### src/rtl/pipe_sub_64.sv
// 64-bit subtractor, four 16-bit stages, valid/ready handshake.
// The borrow chain is cut at every slice boundary by a pipeline register.
module pipe_sub_64 #(
  parameter int SLICE = 16
) (
  input  logic        clk,
  input  logic        rst,
  input  logic [63:0] A,
  input  logic [63:0] B,
  input  logic        Bin,
  input  logic        in_valid,
  output logic        in_ready,
  output logic [63:0] D,
  output logic        Bout,
  output logic        Ovf,
  output logic        out_valid,
  input  logic        out_ready
);

  localparam int DATA_W = 64;

  function automatic logic [4:0] cla4(input logic [3:0] a, input logic [3:0] b,
                                      input logic ci);
    logic [3:0] g;
    logic [3:0] p;
    logic [4:0] c;
    g    = a & b;
    p    = a ^ b;
    c[0] = ci;
    c[1] = g[0] | (p[0] & ci);
    c[2] = g[1] | (p[1] & g[0]) | (p[1] & p[0] & ci);
    c[3] = g[2] | (p[2] & g[1]) | (p[2] & p[1] & g[0]) | (p[2] & p[1] & p[0] & ci);
    c[4] = g[3] | (p[3] & g[2]) | (p[3] & p[2] & g[1]) | (p[3] & p[2] & p[1] & g[0])
         | (p[3] & p[2] & p[1] & p[0] & ci);
    return {c[4], p ^ c[3:0]};
  endfunction

  // Lookahead inside each nibble, group carries chained across the slice.
  function automatic logic [SLICE:0] add_slice(input logic [SLICE-1:0] a,
                                               input logic [SLICE-1:0] b,
                                               input logic ci);
    logic [SLICE:0] r;
    logic           c;
    logic [4:0]     grp;
    r = '0;
    c = ci;
    for (int i = 0; i < SLICE / 4; i++) begin
      grp        = cla4(a[4*i +: 4], b[4*i +: 4], c);
      r[4*i +: 4] = grp[3:0];
      c          = grp[4];
    end
    r[SLICE] = c;
    return r;
  endfunction

  logic                     en;
  logic [SLICE:0]           s0, s1, s2, s3;

  logic                     vld_p0_q, vld_p0_d, vld_p1_q, vld_p1_d;
  logic                     vld_p2_q, vld_p2_d, vld_p3_q, vld_p3_d;
  logic [SLICE-1:0]         d_p0_q, d_p0_d;
  logic [2*SLICE-1:0]       d_p1_q, d_p1_d;
  logic [3*SLICE-1:0]       d_p2_q, d_p2_d;
  logic [DATA_W-1:0]        d_p3_q, d_p3_d;
  logic                     c_p0_q, c_p0_d, c_p1_q, c_p1_d, c_p2_q, c_p2_d;
  logic [DATA_W-1:SLICE]    a_p0_q, a_p0_d, bn_p0_q, bn_p0_d;
  logic [DATA_W-1:2*SLICE]  a_p1_q, a_p1_d, bn_p1_q, bn_p1_d;
  logic [DATA_W-1:3*SLICE]  a_p2_q, a_p2_d, bn_p2_q, bn_p2_d;
  logic                     bout_q, bout_d, ovf_q, ovf_d;

  always_comb begin
    en = ~vld_p3_q | out_ready;
    s0 = add_slice(A[SLICE-1:0], ~B[SLICE-1:0], ~Bin);
    s1 = add_slice(a_p0_q[2*SLICE-1:SLICE], bn_p0_q[2*SLICE-1:SLICE], c_p0_q);
    s2 = add_slice(a_p1_q[3*SLICE-1:2*SLICE], bn_p1_q[3*SLICE-1:2*SLICE], c_p1_q);
    s3 = add_slice(a_p2_q[DATA_W-1:3*SLICE], bn_p2_q[DATA_W-1:3*SLICE], c_p2_q);

    vld_p0_d = vld_p0_q;  vld_p1_d = vld_p1_q;
    vld_p2_d = vld_p2_q;  vld_p3_d = vld_p3_q;
    d_p0_d   = d_p0_q;    d_p1_d   = d_p1_q;
    d_p2_d   = d_p2_q;    d_p3_d   = d_p3_q;
    c_p0_d   = c_p0_q;    c_p1_d   = c_p1_q;    c_p2_d = c_p2_q;
    a_p0_d   = a_p0_q;    bn_p0_d  = bn_p0_q;
    a_p1_d   = a_p1_q;    bn_p1_d  = bn_p1_q;
    a_p2_d   = a_p2_q;    bn_p2_d  = bn_p2_q;
    bout_d   = bout_q;    ovf_d    = ovf_q;

    if (en) begin
      // stage 0: bits [15:0] from the ports
      vld_p0_d = in_valid;
      d_p0_d   = s0[SLICE-1:0];
      c_p0_d   = s0[SLICE];
      a_p0_d   = A[DATA_W-1:SLICE];
      bn_p0_d  = ~B[DATA_W-1:SLICE];
      // stage 1: bits [31:16]
      vld_p1_d = vld_p0_q;
      d_p1_d   = {s1[SLICE-1:0], d_p0_q};
      c_p1_d   = s1[SLICE];
      a_p1_d   = a_p0_q[DATA_W-1:2*SLICE];
      bn_p1_d  = bn_p0_q[DATA_W-1:2*SLICE];
      // stage 2: bits [47:32]
      vld_p2_d = vld_p1_q;
      d_p2_d   = {s2[SLICE-1:0], d_p1_q};
      c_p2_d   = s2[SLICE];
      a_p2_d   = a_p1_q[DATA_W-1:3*SLICE];
      bn_p2_d  = bn_p1_q[DATA_W-1:3*SLICE];
      // stage 3: bits [63:48] and flags; inverted B sign means A/B signs differ when equal
      vld_p3_d = vld_p2_q;
      d_p3_d   = {s3[SLICE-1:0], d_p2_q};
      bout_d   = ~s3[SLICE];
      ovf_d    = (a_p2_q[DATA_W-1] == bn_p2_q[DATA_W-1]) & (s3[SLICE-1] != a_p2_q[DATA_W-1]);
    end
  end

  always_ff @(posedge clk) begin
    if (rst) begin
      vld_p0_q <= 1'b0;
      vld_p1_q <= 1'b0;
      vld_p2_q <= 1'b0;
      vld_p3_q <= 1'b0;
      d_p3_q   <= '0;
      bout_q   <= 1'b0;
      ovf_q    <= 1'b0;
    end else begin
      vld_p0_q <= vld_p0_d;
      vld_p1_q <= vld_p1_d;
      vld_p2_q <= vld_p2_d;
      vld_p3_q <= vld_p3_d;
      d_p3_q   <= d_p3_d;
      bout_q   <= bout_d;
      ovf_q    <= ovf_d;
    end
  end

  always_ff @(posedge clk) begin
    d_p0_q  <= d_p0_d;
    d_p1_q  <= d_p1_d;
    d_p2_q  <= d_p2_d;
    c_p0_q  <= c_p0_d;
    c_p1_q  <= c_p1_d;
    c_p2_q  <= c_p2_d;
    a_p0_q  <= a_p0_d;
    bn_p0_q <= bn_p0_d;
    a_p1_q  <= a_p1_d;
    bn_p1_q <= bn_p1_d;
    a_p2_q  <= a_p2_d;
    bn_p2_q <= bn_p2_d;
  end

  assign in_ready  = en;
  assign out_valid = vld_p3_q;
  assign D         = d_p3_q;
  assign Bout      = bout_q;
  assign Ovf       = ovf_q;

endmodule
### config.mk
export PLATFORM = sky130hd
export DESIGN_NAME = pipe_sub_64
export DESIGN_NICKNAME = d
export VERILOG_FILES = /design/src/rtl/pipe_sub_64.sv
export SDC_FILE = /design/constraint.sdc
export NUM_CORES = 1
export LEC_CHECK = 0
export BUFFER_PORTS_ARGS = -buffer_cell sky130_fd_sc_hd__buf_2
export CAP_MARGIN = 20
export CELL_PAD_IN_SITES_DETAIL_PLACEMENT = 1
export CELL_PAD_IN_SITES_GLOBAL_PLACEMENT = 1
export CORE_MARGIN = 2
export CORE_UTILIZATION = 40
export CTS_CLUSTER_DIAMETER = 40
export DETAILED_ROUTE_END_ITERATION = 7
export GPL_TIMING_DRIVEN = 0
export PLACE_DENSITY_LB_ADDON = 0.1
export SLEW_MARGIN = 20
export SYNTH_ARGS = -nofsm -noshare
export SYNTH_HDL_FRONTEND = slang
export SYNTH_SLANG_ARGS = --single-unit
### constraint.sdc
create_clock -name clk -period 36.6 [get_ports clk]
set_input_delay 5.49 -clock clk [delete_from_list [all_inputs] [get_ports clk]]
set_output_delay 5.49 -clock clk [all_outputs]
set_load 0.02 [all_outputs]
* After elaboration in Yosys (flattened, before gate mapping) *
Index checks and enable logic that the tools add are counted.

storage, ports and cells
  latch bits = 0
  memory bits (read-only) = 0
  bits in registers = 361
  memories kept = 0
  logic and storage cells = 492
  memory bits (writable) = 0

cells by class
  reductions and logical operators = 0
  $lt $le $gt $ge = 0
  add/subtract/negate cells = 0
  equal/unequal tests = 2
  divide/modulo/power cells = 0
  $mul = 0
  muxes and demuxes = 0
  bitwise gates (word level) = 471
  shift-type cells = 0

operator list
  kind         count
  $and 1x1->1  257
  $or 1x1->1   161
  $xor 4x4->4  32
  $and 4x4->4  16
  $not 48->48  1
  $not 16->16  1
  $not 1->1    3
  $eq 1x1->1   1
  $ne 1x1->1   1

* Longest topological paths before layout *
Gate-level depths: netlist of run 1.

  depth after elaboration = 15
  depth in mapped cells = 11
  mapped depth without buffers = 11

* Least setup slack after synthesis of run 1 *
OpenSTA, ideal clock, no wires.

  path type = input to output
  start = input out_ready
  end = output in_ready
  cell stages on the path = 3
  arrival = 13.858 ns
  buffers on the path = 1
  path slack = 17.252 ns
  path through = nor2b_1 inv_2 clkbuf_1

between the ends
  longest elaborated chain between the ends = 1

ends and longest elaborated chain
  element          line  text
  start, declared  17    input logic out_ready
  $or 1x1->1       72    en = ~vld_p3_q | out_ready;
  end, declared    12    output logic in_ready,

No other way between the ends.

* Worst setup path after layout of run 1 *
Ends and elaborated chain as after synthesis.

==> impl_metrics.csv, run 1 <==
group,metric,value,unit
run_status,outcome,"finished, final reports clean",
placed_design,hpwl,18500,um
cells_and_area,final_cells,1721,
sta,setup_violations,0,
cells_and_area,design_area,17500,um^2
grt,grt_max_degree,57,
sta,period_minus_slack,12610,ps
clock_tree,cts_resized,0,
clock_tree,clkTransAtPathRegs,60,ps
sta,max_freq,79.3,MHz
logic_synthesis,synth-edff-count,291,
placed_design,io_buffers,199,
pwr,leakage,7.54,nW
clock_tree,cts_hold_buffers,0,
pwr,ir_worst_vdd,0.0405,mV
clock_tree,insertion_delay,570,ps
grt,grt_pass1_vias,8394,
detailed_routing,drc,0,
setup_path,cp_cell_sequence,"buf_2, nor2b_1, inv_2, clkbuf_4, buf_16, buf_16, buf_2",
sta,rsz0062_at_grt,"no",
cells_and_area,area_growth,25.6,%
die,dieWidth,191,um
placed_design,gp_congestion,0.764,
clock_tree,cts.sinks,361,
detailed_routing,vias_per_cell,4.61,
clock_tree,root_buffer,"clkbuf_16",
die,io_pins,201,
clock_tree,tritoncts,"built",
pwr,pwr_density_cell,65.2,nW/um^2
sta,fin_worst_skew,13.7,ps
logic_synthesis,ys_seq_area_frac,0.728,
sta,setup_slack,23990,ps
detailed_routing,firstDrtPassIters,4,
sta,worst_pin_slew,941,ps
setup_path,cp-start-kind,"input pin",
sta,hold_ws,414,ps
sta,finalCritPeriodShare,0.344,
setup_path,critPathArrivalTime,7120,ps
detailed_routing,route.vias.total,7934,
logic_synthesis,syn_area,13900,um^2
cells_and_area,fin_nets,1431,
logic_synthesis,ys_seq_elements,361,
placed_design,dpl_cell_area,15600,um^2
cells_and_area,register_area,10100,um^2
cells_and_area,final_cell_mix,"edfxtp_1, buf_2, nand2_1",
placed_design,dp.cells,1618,
sta,finalHoldViolations,0,
logic_synthesis,synth_ff_type,"edfxtp_1",
logic_synthesis,syn_nets,1171,
die,initial_utilization,0.404,
detailed_routing,drt_iter0_drc,291,
logic_synthesis,netlist_instances,958,
logic_synthesis,avgSynthCellArea,14.5,um^2
placed_design,dp_slack,23950,ps
logic_synthesis,ys_warn_count,0,
die,core,34500,um^2
cells_and_area,nFillCells,3485,
cells_and_area,drive_above_1_share,0.241,
detailed_routing,wl_per_cell,15.6,um
cells_and_area,final_common_cell,"edfxtp_1",
setup_path,crit_required,31110,ps
sta,finalSetupTns,0,ps
setup_path,critical_path_peak_fanout,55,
setup_path,end_kind,"output pin",
min_path,hold_path.class,"reg2reg",
setup_path,critPathKind,"in2out",
detailed_routing,ant_nets,0,
die,die_h,191,um
grt,grt_usage,0.152,
die,die_area,36300,um^2
clock_tree,cts_buffers,53,
grt,grt_pass1_wl,43000,um
flow_run,max_cap_viol_count,0,
cells_and_area,multi_input_area,3340,um^2
detailed_routing,wirelength,26900,um
setup_path,critPathMaxStageDelay,320,ps
clock_tree,htreeDepth,2,
sta,final_max_slew_viol_count,0,
sta,relSlewSlack,0.373,
die,num_rows,68,
setup_path,slowest_stage,"clkbuf_4",
grt,grt_overflow_total,0,
logic_synthesis,synth_cell_types,53,
clock_tree,clockBufferDepth,3,
clock_tree,post-cts-setup-buffers,0,
logic_synthesis,ys_async_sr_fraction,0,
grt,antenna_found_initial,3,
synth_stat cells, types with 3 or more instances:
library cell / n / share of area
and3_1: 5 / 0.0022
nand2b_1: 4 / 0.0018
a21oi_1: 78 / 0.028
a21o_1: 15 / 0.0081
o21bai_1: 7 / 0.0038
nor2b_1: 4 / 0.0018
o21a_1: 8 / 0.0043
a211oi_1: 11 / 0.0059
fa_1: 16 / 0.023
dfxtp_1: 70 / 0.10
and2_1: 3 / 0.0013
nand3_1: 4 / 0.0014
ha_1: 64 / 0.057
xnor2_1: 25 / 0.016
nor2_1: 25 / 0.0067
inv_1: 98 / 0.026
edfxtp_1: 291 / 0.63
a31oi_1: 4 / 0.0018
o31ai_1: 3 / 0.0016
o21ai_0: 8 / 0.0029
nand2_1: 132 / 0.036
o21ai_1: 8 / 0.0029
xor2_1: 15 / 0.0094
clkbuf_1: 20 / 0.0054
nor3_1: 4 / 0.0014
per-layer routing:
metal,up-vias,share of wire,GRT usage
met5,-,0,0
met4,0,0.027,0.0626
met3,52,0.051,0.0377
met2,170,0.51,0.269
met1,3760,0.41,0.177
li1,3952,-,-
final timing paths:
path | from | end | slack (ps) | depth (start not counted)
max | out_ready | in_ready | 23990 | 7
max reg2reg | a_p0_q[23]$_DFFE_PP_ | d_p1_q[28]$_DFFE_PP_ | 33930 | 7
min reg2reg | bn_p0_q[36]$_DFFE_PP_ | bn_p1_q[36]$_DFFE_PP_ | 410 | 0
min | bn_p0_q[36]$_DFFE_PP_ | bn_p1_q[36]$_DFFE_PP_ | 410 | 0
logic make-up after synthesis:
family | after synthesis | synth area share
AOI/OAI and AO/OA | 166 | 0.0770
xor gates and xnor gates | 40 | 0.0251
adders and majority gates | 80 | 0.0805
buffers and inverters | 121 | 0.0326
DFF | 361 | 0.728
and+or+nand+nor | 190 | 0.0569
metrics by stage:
step	total power [W]	utilization
2_1_floorplan	0.000594	-
3_3_place_gp	0.000630	0.450
3_5_place_dp	0.000634	0.454
4_1_cts	0.00116	0.508
5_1_grt	0.00119	0.508
6_report	0.00114	0.508
sequential cells by signal, summed over array words and instances (netlist names), 16 cells and up:
name and flops:
D 64, a_p0_q 48, bn_p0_q 48, d_p2_q 48, a_p1_q 32, bn_p1_q 32, d_p1_q 32, a_p2_q 16
bn_p2_q 16, d_p0_q 16
report_power, final:
group          switching, W  total (W)  leakage [nW]  internal, W
Clock              0.000187   0.000517         0.892     0.000330
Sequential        0.0000173   0.000518          3.65     0.000501
Combinational     0.0000613   0.000106          3.00    0.0000444
Total              0.000266    0.00114          7.54     0.000875
cell type report:
type,instances,area share
Antenna cell,3,0.000429
Buffer,22,0.00493
Clock buffer,64,0.0811
Clock inverter,36,0.0246
Inverter,99,0.0212
Multi-Input combinational cell,476,0.191
Sequential cell,361,0.579
Tap cell,455,0.0325
Timing Repair Buffer,205,0.0651
critical path, delay by kind of cell:
family	cells	cell delay, ps
buffers and inverters	6	1310
and+or+nand+nor	1	250
Power figures use the tool's default switching activity.
==> run 2, diff against run 1 <==
==> constraint.sdc (replaced) <==
create_clock -name clk -period 10.75 [get_ports clk]
set_input_delay 1.6125 -clock clk [delete_from_list [all_inputs] [get_ports clk]]
set_output_delay 1.6125 -clock clk [all_outputs]
set_load 0.02 [all_outputs]
==> impl_metrics.csv, run 2 (synthesized netlist as in run 1, its figures left out) <==
group,metric,value,unit
die,die_area,36300,um^2
detailed_routing,route.vias.total,7930,
sta,finalCritPeriodShare,0.487,
cells_and_area,utilization,0.505,
sta,rsz0062_at_grt,"no",
clock_tree,clkTransAtPathRegs,50,ps
setup_path,critical_path_peak_fanout,85,
sta,worst_pin_slew,866,ps
min_path,holdPathStages,0,
clock_tree,cts.sinks,361,
clock_tree,tritoncts,"built",
sta,relSlewSlack,0.423,
sta,final_max_slew_viol_count,0,
sta,fin_worst_skew,8.11,ps
sta,finalSetupTns,0,ps
die,initial_utilization,0.404,
grt,grt_max_degree,86,
die,die_h,191,um
die,core,34500,um^2
pwr,ir_worst_vdd,0.142,mV
die,io_pins,201,
setup_path,cp-start-kind,"input pin",
detailed_routing,firstDrtPassIters,4,
cells_and_area,final_cell_mix,"edfxtp_1, buf_2, nand2_1",
setup_path,regToRegEndpoint,"d_p1_q[28]$_DFFE_PP_",
setup_path,crit_start,"out_ready",
detailed_routing,drt_iter0_drc,302,
detailed_routing,wl_per_cell,15.6,um
die,num_rows,68,
detailed_routing,vias_per_cell,4.61,
placed_design,dpl_cell_area,15600,um^2
clock_tree,cts_hold_buffers,0,
sta,setup_violations,0,
cells_and_area,drive_above_1_share,0.239,
pwr,leakage,7.51,nW
placed_design,gp_congestion,0.758,
clock_tree,insertion_delay,570,ps
setup_path,critPathKind,"in2out",
clock_tree,clockBufferDepth,3,
clock_tree,post-cts-setup-buffers,0,
setup_path,critPathCapture,"in_ready",
setup_path,end_kind,"output pin",
cells_and_area,largest_register_ffs,64,
min_path,hold_path.class,"reg2reg",
sta,finalHoldViolations,0,
grt,grt_usage,0.154,
grt,grt_overflow_total,0,
detailed_routing,drc,0,
clock_tree,cts_buffers,53,
setup_path,reg2reg_depth,7,
grt,grt_pass1_vias,8342,
clock_tree,cts_resized,0,
grt,grt_pass1_wl,43000,um
cells_and_area,final_cells,1719,
cells_and_area,design_area,17400,um^2
grt,antenna_found_initial,4,
flow_run,max_cap_viol_count,0,
clock_tree,root_buffer,"clkbuf_16",
sta,period_minus_slack,5230,ps
die,dieWidth,191,um
pwr,pwr_density_cell,220,nW/um^2
placed_design,dp.cells,1615,
run_status,outcome,"finished, final reports clean",
cells_and_area,area_growth,25.0,%
cells_and_area,final_common_cell,"edfxtp_1",
sta,max_freq,191,MHz
cells_and_area,fin_nets,1428,
setup_path,r2r_slack,8050,ps
setup_path,crit_required,9140,ps
setup_path,rr_startpoint,"a_p0_q[23]$_DFFE_PP_",
setup_path,critPathArrivalTime,3620,ps
cells_and_area,nFillCells,3499,
detailed_routing,ant_nets,0,
placed_design,hpwl,18600,um
detailed_routing,wirelength,26800,um
placed_design,io_buffers,199,
clock_tree,htreeDepth,2,
run 2: worst min path at each step:
stage | startpoint | endpoint | slack (ps)
finish | d_p1_q[30]$_DFFE_PP_ | d_p2_q[30]$_DFFE_PP_ | 410
global route | d_p1_q[14]$_DFFE_PP_ | d_p2_q[14]$_DFFE_PP_ | 410
CTS | d_p0_q[5]$_DFFE_PP_ | d_p1_q[5]$_DFFE_PP_ | 410
detailed placement | bn_p0_q[33]$_DFFE_PP_ | bn_p1_q[33]$_DFFE_PP_ | 410
global placement | bn_p0_q[59]$_DFFE_PP_ | bn_p1_q[59]$_DFFE_PP_ | 400
floorplan | a_p0_q[32]$_DFFE_PP_ | a_p1_q[32]$_DFFE_PP_ | 400
run 2: final cells by class:
cell class,count,area (um^2),area share
clock buffers,67,1490,0.0857
flip-flops and latches,361,10100,0.582
repair buffers,202,1080,0.0619
well taps,455,569,0.0327
clock inverters,33,327,0.0187
multi-input cells,476,3340,0.192
inverters,99,372,0.0213
diodes,4,10.0,0.000575
plain buffers,22,92.6,0.00532
run 2: worst max-delay path, stage by stage:
cell	delay, ps
buf_2	80
nor2b_1	70
inv_2	190
clkbuf_8	590
buf_16	360
buf_16	380
buf_2	250
run 2: stage by stage:
stage	setup WS, ps	hold WS [ps]	power (W)
CTS	5440	408	0.00390
finish	5520	407	0.00384
floorplan	3560	400	0.00202
global route	5280	410	0.00402
detailed placement	5430	405	0.00216
global placement	1030	400	0.00214
run 2: layer usage:
metal  wire, um  vias to the layer above  global-route usage
met5          0                        -                   0
met3       1340                       54              0.0372
met2      13500                      162               0.265
met1      11000                     3770               0.177
li1           -                     3944                   -
met4       1010                        0              0.0823
run 2: where the power goes:
group / internal (W) / switching, W / total [W]
Combinational: 0.000150 / 0.000210 / 0.000360
Sequential: 0.00171 / 0.0000583 / 0.00176
Clock: 0.00109 / 0.000627 / 0.00172
Total: 0.00294 / 0.000895 / 0.00384
==> run 3, diff against run 2 <==
==> constraint.sdc (replaced) <==
create_clock -name clk -period 5.1 [get_ports clk]
set_input_delay 0.765 -clock clk [delete_from_list [all_inputs] [get_ports clk]]
set_output_delay 0.765 -clock clk [all_outputs]
set_load 0.02 [all_outputs]
==> impl_metrics.csv, run 3 (synthesized netlist as in run 1, its figures left out) <==
group,metric,value,unit
run_status,outcome,"finished, final reports clean",
placed_design,dpl_cell_area,15600,um^2
detailed_routing,wl_per_cell,15.6,um
sta,relSlewSlack,0.395,
die,io_pins,201,
pwr,ir_worst_vdd,0.333,mV
setup_path,critPathKind,"reg2out",
clock_tree,cts_resized,0,
grt,grt_usage,0.150,
detailed_routing,ant_nets,0,
cells_and_area,drive_above_1_share,0.239,
placed_design,hpwl,18200,um
die,dieWidth,191,um
sta,finalCritPeriodShare,0.619,
cells_and_area,final_cells,1713,
placed_design,io_buffers,199,
clock_tree,htreeDepth,2,
grt,grt_pass1_wl,42500,um
min_path,hold_path.class,"in2reg",
setup_path,critical_path_peak_fanout,104,
die,initial_utilization,0.404,
sta,fin_worst_skew,21.8,ps
pwr,pwr_density_cell,469,nW/um^2
clock_tree,cts_buffers,53,
die,die_area,36300,um^2
sta,worst_pin_slew,907,ps
sta,hold_ws,382,ps
setup_path,slowest_stage,"clkbuf_16",
placed_design,dp.cells,1614,
flow_run,max_cap_viol_count,0,
clock_tree,cts_hold_buffers,0,
cells_and_area,area_growth,25.0,%
sta,max_freq,317,MHz
pwr,leakage,7.50,nW
setup_path,cp_cell_sequence,"nor2b_1, inv_2, clkbuf_16, buf_16, buf_2",
placed_design,dp_slack,1860,ps
cells_and_area,final_common_cell,"edfxtp_1",
cells_and_area,fin_nets,1427,
detailed_routing,vias_per_cell,4.66,
grt,grt_max_degree,129,
clock_tree,clockBufferDepth,3,
detailed_routing,firstDrtPassIters,4,
setup_path,end_kind,"output pin",
setup_path,critPathArrivalTime,2390,ps
clock_tree,clkTransAtPathRegs,60,ps
detailed_routing,wirelength,26700,um
sta,period_minus_slack,3160,ps
pwr,p_total,0.00816,W
die,core,34500,um^2
setup_path,critPathMaxStageDelay,380,ps
sta,final_max_slew_viol_count,0,
clock_tree,tritoncts,"built",
setup_path,cp-start-kind,"register",
setup_path,critPathTopFamily,"buffers and inverters",
clock_tree,cts.sinks,361,
setup_path,crit_required,4340,ps
grt,grt_overflow_total,0,
sta,setup_slack,1940,ps
clock_tree,root_buffer,"clkbuf_16",
sta,finalHoldViolations,0,
clock_tree,post-cts-setup-buffers,0,
sta,rsz0062_at_grt,"no",
sta,setup_violations,0,
detailed_routing,drc,0,
cells_and_area,largest_register_ffs,64,
cells_and_area,design_area,17400,um^2
detailed_routing,drt_iter0_drc,255,
setup_path,cp_num_buf_inv,4,
cells_and_area,nFillCells,3495,
grt,antenna_found_initial,2,
detailed_routing,route.vias.total,7984,
die,die_h,191,um
die,num_rows,68,
placed_design,gp_congestion,0.759,
cells_and_area,final_cell_mix,"edfxtp_1, buf_2, nand2_1",
clock_tree,insertion_delay,560,ps
grt,grt_pass1_vias,8315,
## run 3: final timing paths
| path | start | to | slack [ps] | depth (start not counted) |
|---|---|---|---|---|
| max reg2reg | a_p0_q[23]$_DFFE_PP_ | d_p1_q[28]$_DFFE_PP_ | 2420 | 7 |
| max | out_valid$_SDFFE_PP0P_ | in_ready | 1940 | 5 |
| min | A[57] | a_p0_q[57]$_DFFE_PP_ | 380 | 1 |
| min reg2reg | d_p0_q[8]$_DFFE_PP_ | d_p1_q[8]$_DFFE_PP_ | 410 | 0 |
## run 3: layer usage
layer / up-vias / track usage / part of all wire
met5: - / 0 / 0
met4: 0 / 0.0599 / 0.028
met3: 58 / 0.0370 / 0.050
met2: 159 / 0.262 / 0.50
met1: 3827 / 0.179 / 0.42
li1: 3940 / - / -
## run 3: report_power, final
group | internal [W] | switching [W]
logic | 0.000317 | 0.000441
clock network | 0.00234 | 0.00134
registers | 0.00359 | 0.000126
total | 0.00625 | 0.00191
## run 3: area by class of cell
| class | instances | area [um^2] | area share |
|---|---|---|---|
| sequential | 361 | 10100 | 0.582 |
| multi-input combinational | 476 | 3340 | 0.192 |
| clock buffer | 59 | 1380 | 0.0792 |
| timing repair buffer | 201 | 1050 | 0.0604 |
| tap | 455 | 569 | 0.0327 |
| clock inverter | 38 | 452 | 0.0259 |
| inverter | 99 | 372 | 0.0213 |
| buffer | 22 | 104 | 0.00597 |
| antenna | 2 | 5.00 | 0.000288 |
## run 3: metrics by stage
step,utilization,setup TNS [ps]
2_1_floorplan,-,0
3_3_place_gp,0.450,-373
3_5_place_dp,0.452,0
4_1_cts,0.505,0
5_1_grt,0.505,0
6_report,0.505,0
